**config.mk**
```make
export PLATFORM = sky130hd
export DESIGN_NAME = snoop_bus_arbiter_flat
export DESIGN_NICKNAME = d
export VERILOG_FILES = /design/src/rtl/snoop_bus_arbiter_if.sv /design/src/rtl/snoop_bus_arbiter.sv /design/src/flat_wrapper.sv
export SDC_FILE = /design/constraint.sdc
export NUM_CORES = 1
export LEC_CHECK = 0
export CORE_MARGIN = 2
export CORE_UTILIZATION = 35
export DETAILED_ROUTE_END_ITERATION = 12
export PLACE_DENSITY = 0.82
export SYNTH_ARGS = -nofsm -noshare
export SYNTH_HDL_FRONTEND = slang
export SYNTH_SLANG_ARGS = --single-unit
```
**constraint.sdc**
```tcl
create_clock -name clk_i -period 2.1 [get_ports clk_i]
set_input_delay 0.315 -clock clk_i [delete_from_list [all_inputs] [get_ports clk_i]]
set_output_delay 0.315 -clock clk_i [all_outputs]
set_load 0.005 [all_outputs]
```
**src/rtl/snoop_bus_arbiter_if.sv**
```systemverilog
// Bus bundle between the two cache controllers, the snooped cache and the snoop arbiter.
// The slave modport is the arbiter's view; the master modport is the requesters' and snooped cache's view.
interface snoop_bus_arbiter_if;
    logic        ooo_req;
    logic        ppl_req;
    logic [31:0] ooo_addr;
    logic [31:0] ppl_addr;
    logic [2:0]  ooo_cmd;
    logic [2:0]  ppl_cmd;
    logic        snoop_ack;
    logic        snoop_hit;
    logic        ooo_gnt;
    logic        ppl_gnt;
    logic        snoop_valid;
    logic [31:0] snoop_addr;
    logic [2:0]  snoop_cmd;
    logic        snoop_target;
    logic        resp_valid;
    logic [1:0]  resp_code;
    logic        bus_busy;

    modport slave (
        input  ooo_req, ppl_req, ooo_addr, ppl_addr, ooo_cmd, ppl_cmd, snoop_ack, snoop_hit,
        output ooo_gnt, ppl_gnt, snoop_valid, snoop_addr, snoop_cmd, snoop_target,
               resp_valid, resp_code, bus_busy
    );

    modport master (
        output ooo_req, ppl_req, ooo_addr, ppl_addr, ooo_cmd, ppl_cmd, snoop_ack, snoop_hit,
        input  ooo_gnt, ppl_gnt, snoop_valid, snoop_addr, snoop_cmd, snoop_target,
               resp_valid, resp_code, bus_busy
    );
endinterface

```
**src/rtl/snoop_bus_arbiter.sv**
```systemverilog
// Two-requester snoop arbiter with a timeout on the snooped cache's acknowledge.
// Define SNOOP_ARB_RR_EN for round-robin tie breaking; the default is fixed priority to ooo.
//
// state   | meaning
// IDLE    | waiting for a request; latches winner, address and command
// SNOOP   | broadcast to the non-owner cache, counting cycles until ack or timeout
// RESP    | one-cycle completion pulse with the latched response code
module snoop_bus_arbiter #(
    parameter int unsigned TIMEOUT_CYCLES = 16
) (
    input  logic               clk_i,
    input  logic               rst_i,
    snoop_bus_arbiter_if.slave bus
);
    typedef enum logic [1:0] {S_IDLE, S_SNOOP, S_RESP} state_t;

    localparam logic [7:0] CNT_LAST = 8'(TIMEOUT_CYCLES - 1);

    state_t      state_q;
    logic        owner_q;        // 0 = ooo, 1 = ppl
    logic [7:0]  cnt_q;
    logic [31:0] addr_q;
    logic [2:0]  cmd_q;
    logic        ooo_gnt_q;
    logic        ppl_gnt_q;
    logic        snoop_valid_q;
    logic        snoop_target_q;
    logic        resp_valid_q;
    logic [1:0]  resp_code_q;
    logic        busy_q;
    logic        win_d;

`ifdef SNOOP_ARB_RR_EN
    logic        last_owner_q;

    always_comb begin
        win_d = 1'b0;
        if (bus.ooo_req && bus.ppl_req) win_d = ~last_owner_q;
        else if (bus.ppl_req)           win_d = 1'b1;
    end

    always_ff @(posedge clk_i) begin
        if (rst_i)                  last_owner_q <= 1'b1;
        else if (state_q == S_RESP) last_owner_q <= owner_q;
    end
`else
    always_comb begin
        win_d = 1'b0;
        if (!bus.ooo_req && bus.ppl_req) win_d = 1'b1;
    end
`endif

    always_ff @(posedge clk_i) begin
        if (rst_i) begin
            state_q        <= S_IDLE;
            owner_q        <= 1'b0;
            cnt_q          <= 8'd0;
            addr_q         <= 32'd0;
            cmd_q          <= 3'd0;
            ooo_gnt_q      <= 1'b0;
            ppl_gnt_q      <= 1'b0;
            snoop_valid_q  <= 1'b0;
            snoop_target_q <= 1'b0;
            resp_valid_q   <= 1'b0;
            resp_code_q    <= 2'd0;
            busy_q         <= 1'b0;
        end else begin
            ooo_gnt_q    <= 1'b0;
            ppl_gnt_q    <= 1'b0;
            resp_valid_q <= 1'b0;
            resp_code_q  <= 2'd0;
            case (state_q)
                S_IDLE: begin
                    if (bus.ooo_req || bus.ppl_req) begin
                        state_q        <= S_SNOOP;
                        owner_q        <= win_d;
                        addr_q         <= win_d ? bus.ppl_addr : bus.ooo_addr;
                        cmd_q          <= win_d ? bus.ppl_cmd  : bus.ooo_cmd;
                        ooo_gnt_q      <= ~win_d;
                        ppl_gnt_q      <= win_d;
                        snoop_valid_q  <= 1'b1;
                        snoop_target_q <= ~win_d;
                        busy_q         <= 1'b1;
                        cnt_q          <= 8'd0;
                    end
                end
                S_SNOOP: begin
                    // ack takes precedence over a timeout on the same cycle
                    if (bus.snoop_ack || cnt_q == CNT_LAST) begin
                        state_q        <= S_RESP;
                        snoop_valid_q  <= 1'b0;
                        snoop_target_q <= 1'b0;
                        resp_valid_q   <= 1'b1;
                        if (bus.snoop_ack) resp_code_q <= bus.snoop_hit ? 2'd1 : 2'd2;
                        else               resp_code_q <= 2'd3;
                    end else begin
                        cnt_q <= cnt_q + 8'd1;
                    end
                end
                S_RESP: begin
                    state_q <= S_IDLE;
                    busy_q  <= 1'b0;
                end
                default: begin
                    state_q <= S_IDLE;
                    busy_q  <= 1'b0;
                end
            endcase
        end
    end

    assign bus.ooo_gnt      = ooo_gnt_q;
    assign bus.ppl_gnt      = ppl_gnt_q;
    assign bus.snoop_valid  = snoop_valid_q;
    assign bus.snoop_addr   = addr_q;
    assign bus.snoop_cmd    = cmd_q;
    assign bus.snoop_target = snoop_target_q;
    assign bus.resp_valid   = resp_valid_q;
    assign bus.resp_code    = resp_code_q;
    assign bus.bus_busy     = busy_q;
endmodule

```
**src/flat_wrapper.sv**
```systemverilog
// flat-port wrapper written by rule: the top's interface ports become plain ports
module snoop_bus_arbiter_flat 
#(
    parameter int unsigned TIMEOUT_CYCLES = 16
)
  (clk_i, rst_i, bus_ooo_req, bus_ppl_req, bus_ooo_addr, bus_ppl_addr, bus_ooo_cmd, bus_ppl_cmd, bus_snoop_ack, bus_snoop_hit, bus_ooo_gnt, bus_ppl_gnt, bus_snoop_valid, bus_snoop_addr, bus_snoop_cmd, bus_snoop_target, bus_resp_valid, bus_resp_code, bus_bus_busy);
  snoop_bus_arbiter_if bus_i ();
  input  logic clk_i;
  input  logic rst_i;
  input wire logic [$bits(bus_i.ooo_req)-1:0] bus_ooo_req;
  input wire logic [$bits(bus_i.ppl_req)-1:0] bus_ppl_req;
  input wire logic [$bits(bus_i.ooo_addr)-1:0] bus_ooo_addr;
  input wire logic [$bits(bus_i.ppl_addr)-1:0] bus_ppl_addr;
  input wire logic [$bits(bus_i.ooo_cmd)-1:0] bus_ooo_cmd;
  input wire logic [$bits(bus_i.ppl_cmd)-1:0] bus_ppl_cmd;
  input wire logic [$bits(bus_i.snoop_ack)-1:0] bus_snoop_ack;
  input wire logic [$bits(bus_i.snoop_hit)-1:0] bus_snoop_hit;
  output wire logic [$bits(bus_i.ooo_gnt)-1:0] bus_ooo_gnt;
  output wire logic [$bits(bus_i.ppl_gnt)-1:0] bus_ppl_gnt;
  output wire logic [$bits(bus_i.snoop_valid)-1:0] bus_snoop_valid;
  output wire logic [$bits(bus_i.snoop_addr)-1:0] bus_snoop_addr;
  output wire logic [$bits(bus_i.snoop_cmd)-1:0] bus_snoop_cmd;
  output wire logic [$bits(bus_i.snoop_target)-1:0] bus_snoop_target;
  output wire logic [$bits(bus_i.resp_valid)-1:0] bus_resp_valid;
  output wire logic [$bits(bus_i.resp_code)-1:0] bus_resp_code;
  output wire logic [$bits(bus_i.bus_busy)-1:0] bus_bus_busy;
  assign bus_i.ooo_req = bus_ooo_req;
  assign bus_i.ppl_req = bus_ppl_req;
  assign bus_i.ooo_addr = bus_ooo_addr;
  assign bus_i.ppl_addr = bus_ppl_addr;
  assign bus_i.ooo_cmd = bus_ooo_cmd;
  assign bus_i.ppl_cmd = bus_ppl_cmd;
  assign bus_i.snoop_ack = bus_snoop_ack;
  assign bus_i.snoop_hit = bus_snoop_hit;
  assign bus_ooo_gnt = bus_i.ooo_gnt;
  assign bus_ppl_gnt = bus_i.ppl_gnt;
  assign bus_snoop_valid = bus_i.snoop_valid;
  assign bus_snoop_addr = bus_i.snoop_addr;
  assign bus_snoop_cmd = bus_i.snoop_cmd;
  assign bus_snoop_target = bus_i.snoop_target;
  assign bus_resp_valid = bus_i.resp_valid;
  assign bus_resp_code = bus_i.resp_code;
  assign bus_bus_busy = bus_i.bus_busy;
  snoop_bus_arbiter #(.TIMEOUT_CYCLES(TIMEOUT_CYCLES)) u_core (.clk_i(clk_i), .rst_i(rst_i), .bus(bus_i));
endmodule
```
==> flow_metrics.tcl <==
set metrics [dict create \
    skew_ps 6.82 \
    synthDistinctLibCells 35 \
    cts_buffer_depth 2 \
    fin_crit_sh 0.836 \
    synthTopCellsByCount "dfxtp_1 (53), nor2_1 (38), a211oi_1 (36)" \
    grt_overflow 0 \
    startpoint_type "flop" \
    drv_slew 0 \
    synth_seq_area_share 0.461 \
    relSlewSlack 0.690 \
    r2r-start "u_core.cnt_q[0]$_SDFFE_PP0P_" \
    synth_xor_xnor_area_share 0 \
    crit_start "u_core.cnt_q[0]$_SDFFE_PP0P_" \
    synth_top_cell_by_area "dfxtp_1" \
    regArea_mm2 0.00106 \
    vias 2114 \
    syn-cell-area_mm2 0.00230 \
    maxCapViolations 0 \
    max_freq_mhz 570 \
    endpoint_kind "flop" \
    drtPass1Iterations 4 \
    gp_congestion 0.844 \
    layout_min_cycle_time_ps 1760 \
    grt_antenna_before_repair 0 \
    arrival_ps 1960 \
    first_global_vias 2036 \
    cts_num_sinks 53 \
    cts-resized-gates 0 \
    insertion_delay_ps 300 \
    start_util 0.363 \
    globalRouteTotalUtil 0.162 \
    multi_input_area_mm2 0.00113 \
    ys_seq_elements 53 \
    cts_setup_buffers 0 \
    path_clk_slew_ps 90 \
    synth_top_area_frac 0.461 \
    die_h_um 85.1 \
    syn_nets 316 \
    die_w_um 85.1 \
    crit_fanout 8 \
    p_per_area_mw_per_mm2 653 \
    crit_slowest_cell "dfxtp_1" \
    crit_chain "ha_1, and4b_1, a21oi_2, a211oi_1, a211o_1" \
    drive_gt1_frac 0.0598 \
    async_flop_share 0 \
    synth_top_family_by_area "compound AO/OA/AOI/OAI gates" \
    cts_hold_buf 0 \
    rsz0062_at_grt "false" \
    yosysMostFrequentCell "dfxtp_1" \
    viasPerCell 4.94 \
    status "completed" \
    wl_mm 5.77 \
    synth_fa_ha_area_frac 0.00543 \
    synthFlopType "dfxtp_1" \
    finalNetCount 427 \
    slowest_delay_ps 340 \
    fill_cells 554 \
    wl_per_cell_um 13.5 \
    timing.critical_path.buf_inv 0 \
    grt_pass1_wl_mm 9.47 \
    postRouteAntennaNets 0 \
    cts_tree "done" \
    hp-start "u_core.bus.bus_busy$_SDFFE_PP0P_" \
    drc 0 \
    synthMuxAreaShare 0.157 \
    syn_avg_cell_area_um2 9.64 \
    ir_worst_vdd_mv 0.396 \
    hold_path.class "flop to flop" \
    cp_top_family "compound AO/OA/AOI/OAI gates" \
    cts_buffers 5 \
    ctsHtreeMaxLevel 2 \
    synth.area.top_cells "dfxtp_1 (46%), mux2i_1 (15%), a211oi_1 (12%), nor2_1 (6.2%), a21oi_1 (2.2%)" \
    finalSetupTns_ps 0 \
    post-dp-hpwl_mm 4.40 \
    std_cell_rows 29 \
    tightest_slew_ps 465 \
    syn_inst 239 \
    ios 119 \
    antennaDiodeCount 0 \
    coreArea_mm2 0.00635 \
    synth_edf_count 0 \
    crit_type "flop to flop" \
    area.growth.synth_to_final_pct 58.9 \
    dr.first_iter.drc_count 46 \
    root_buffer "clkbuf_8" \
    grt_max_degree 54 \
    finalSetupViolations 0 \
    synth-compound-area-share 0.200 \
    synth-simple-area-share 0.129 \
    portBuffers 118 \
    total_leakage_power_nw 1.54 \
    yosysWarnings 0 \
    finalHoldViolCount 0 \
    place_ws_ps 128 \
    crit_required_ps 2300 \
    dieArea_mm2 0.00725 \
    setup_slack_ps 345 \
]
state kept, by name, indices dropped and copies added (netlist names), 2 cells and up:
register	count
u_core.bus.snoop_addr	32
u_core.cnt_q	8
u_core.bus.snoop_cmd	3
u_core.bus.resp_code	2
u_core.state_q	2
path summary, 6_finish.rpt:
kind | endpoint | slack [ps] | depth (start not counted)
min reg2reg | u_core.bus.bus_busy$_SDFFE_PP0P_ | 480 | 2
max | u_core.cnt_q[2]$_SDFFE_PP0P_ | 340 | 5
max reg2reg | u_core.cnt_q[2]$_SDFFE_PP0P_ | 340 | 5
min | u_core.bus.bus_busy$_SDFFE_PP0P_ | 480 | 2
cells in the final DEF, fill, tap and decap left out, types with 2 or more instances in the layout:
cell type / synthesis / final
a211o_1: 3 / 3
a211oi_1: 36 / 36
a21oi_1: 10 / 10
a31oi_1: 2 / 2
a41oi_1: 2 / 2
and2_1: 2 / 2
and3_1: 4 / 4
buf_12: 0 / 2
buf_4: 0 / 3
clkbuf_8: 0 / 7
clkdlybuf4s50_1: 0 / 118
dfxtp_1: 53 / 53
inv_1: 3 / 3
inv_2: 2 / 2
mux2i_1: 35 / 35
nand2_1: 2 / 2
nand2b_1: 5 / 4
nand3_1: 3 / 3
nor2_1: 38 / 38
nor2b_1: 2 / 2
o21a_1: 3 / 2
o21ai_0: 2 / 2
cells by family (layout without fill, tap and decap cells):
| family | count (synthesis) | in the layout |
|---|---|---|
| fa+ha+maj | 1 | 1 |
| flops | 53 | 53 |
| compound gates | 63 | 63 |
| mux | 36 | 36 |
| simple gates | 62 | 62 |
| buf+inv | 24 | 136 |
worst min-delay path, stage by stage, from the launching register on:
cell and delay, ps:
dfxtp_1 320, nand2b_1 60, a21oi_1 60
layout make-up:
cell class | instances | area share
clock buffers | 7 | 0.0263
clock inverters | 1 | 0.00239
inverters | 5 | 0.00513
multi-input cells | 162 | 0.310
flip-flops and latches | 53 | 0.290
well taps | 77 | 0.0263
repair buffers | 123 | 0.340
routing by layer:
layer  wire, um  GRT usage
met1       2410      0.194
met2       2850      0.273
met3        440     0.0593
met4         70     0.0433
met5          0          0
metrics by stage:
| stage | hold slack [ps] | cell area [um^2] | power (mW) | util | std cells |
|---|---|---|---|---|---|
| final | 482 | 3660 | 2.39 | 0.576 | 428 |
| after global routing | 492 | 3660 | 2.53 | 0.576 | 428 |
| after CTS | 484 | 3660 | 2.43 | 0.576 | 428 |
| after detailed placement | 470 | 3550 | 1.78 | 0.560 | 420 |
| after global placement | 463 | 3550 | 1.77 | 0.560 | 420 |
| after floorplan | 407 | 2300 | 1.41 | - | 239 |
power by group:
part,switching (mW),leakage (nW),total [mW],internal (mW)
clock,0.331,0.0549,0.636,0.305
sequential,0.0475,0.438,1.14,1.10
combinational,0.232,1.05,0.610,0.378
(Power assumes the default switching activity.)
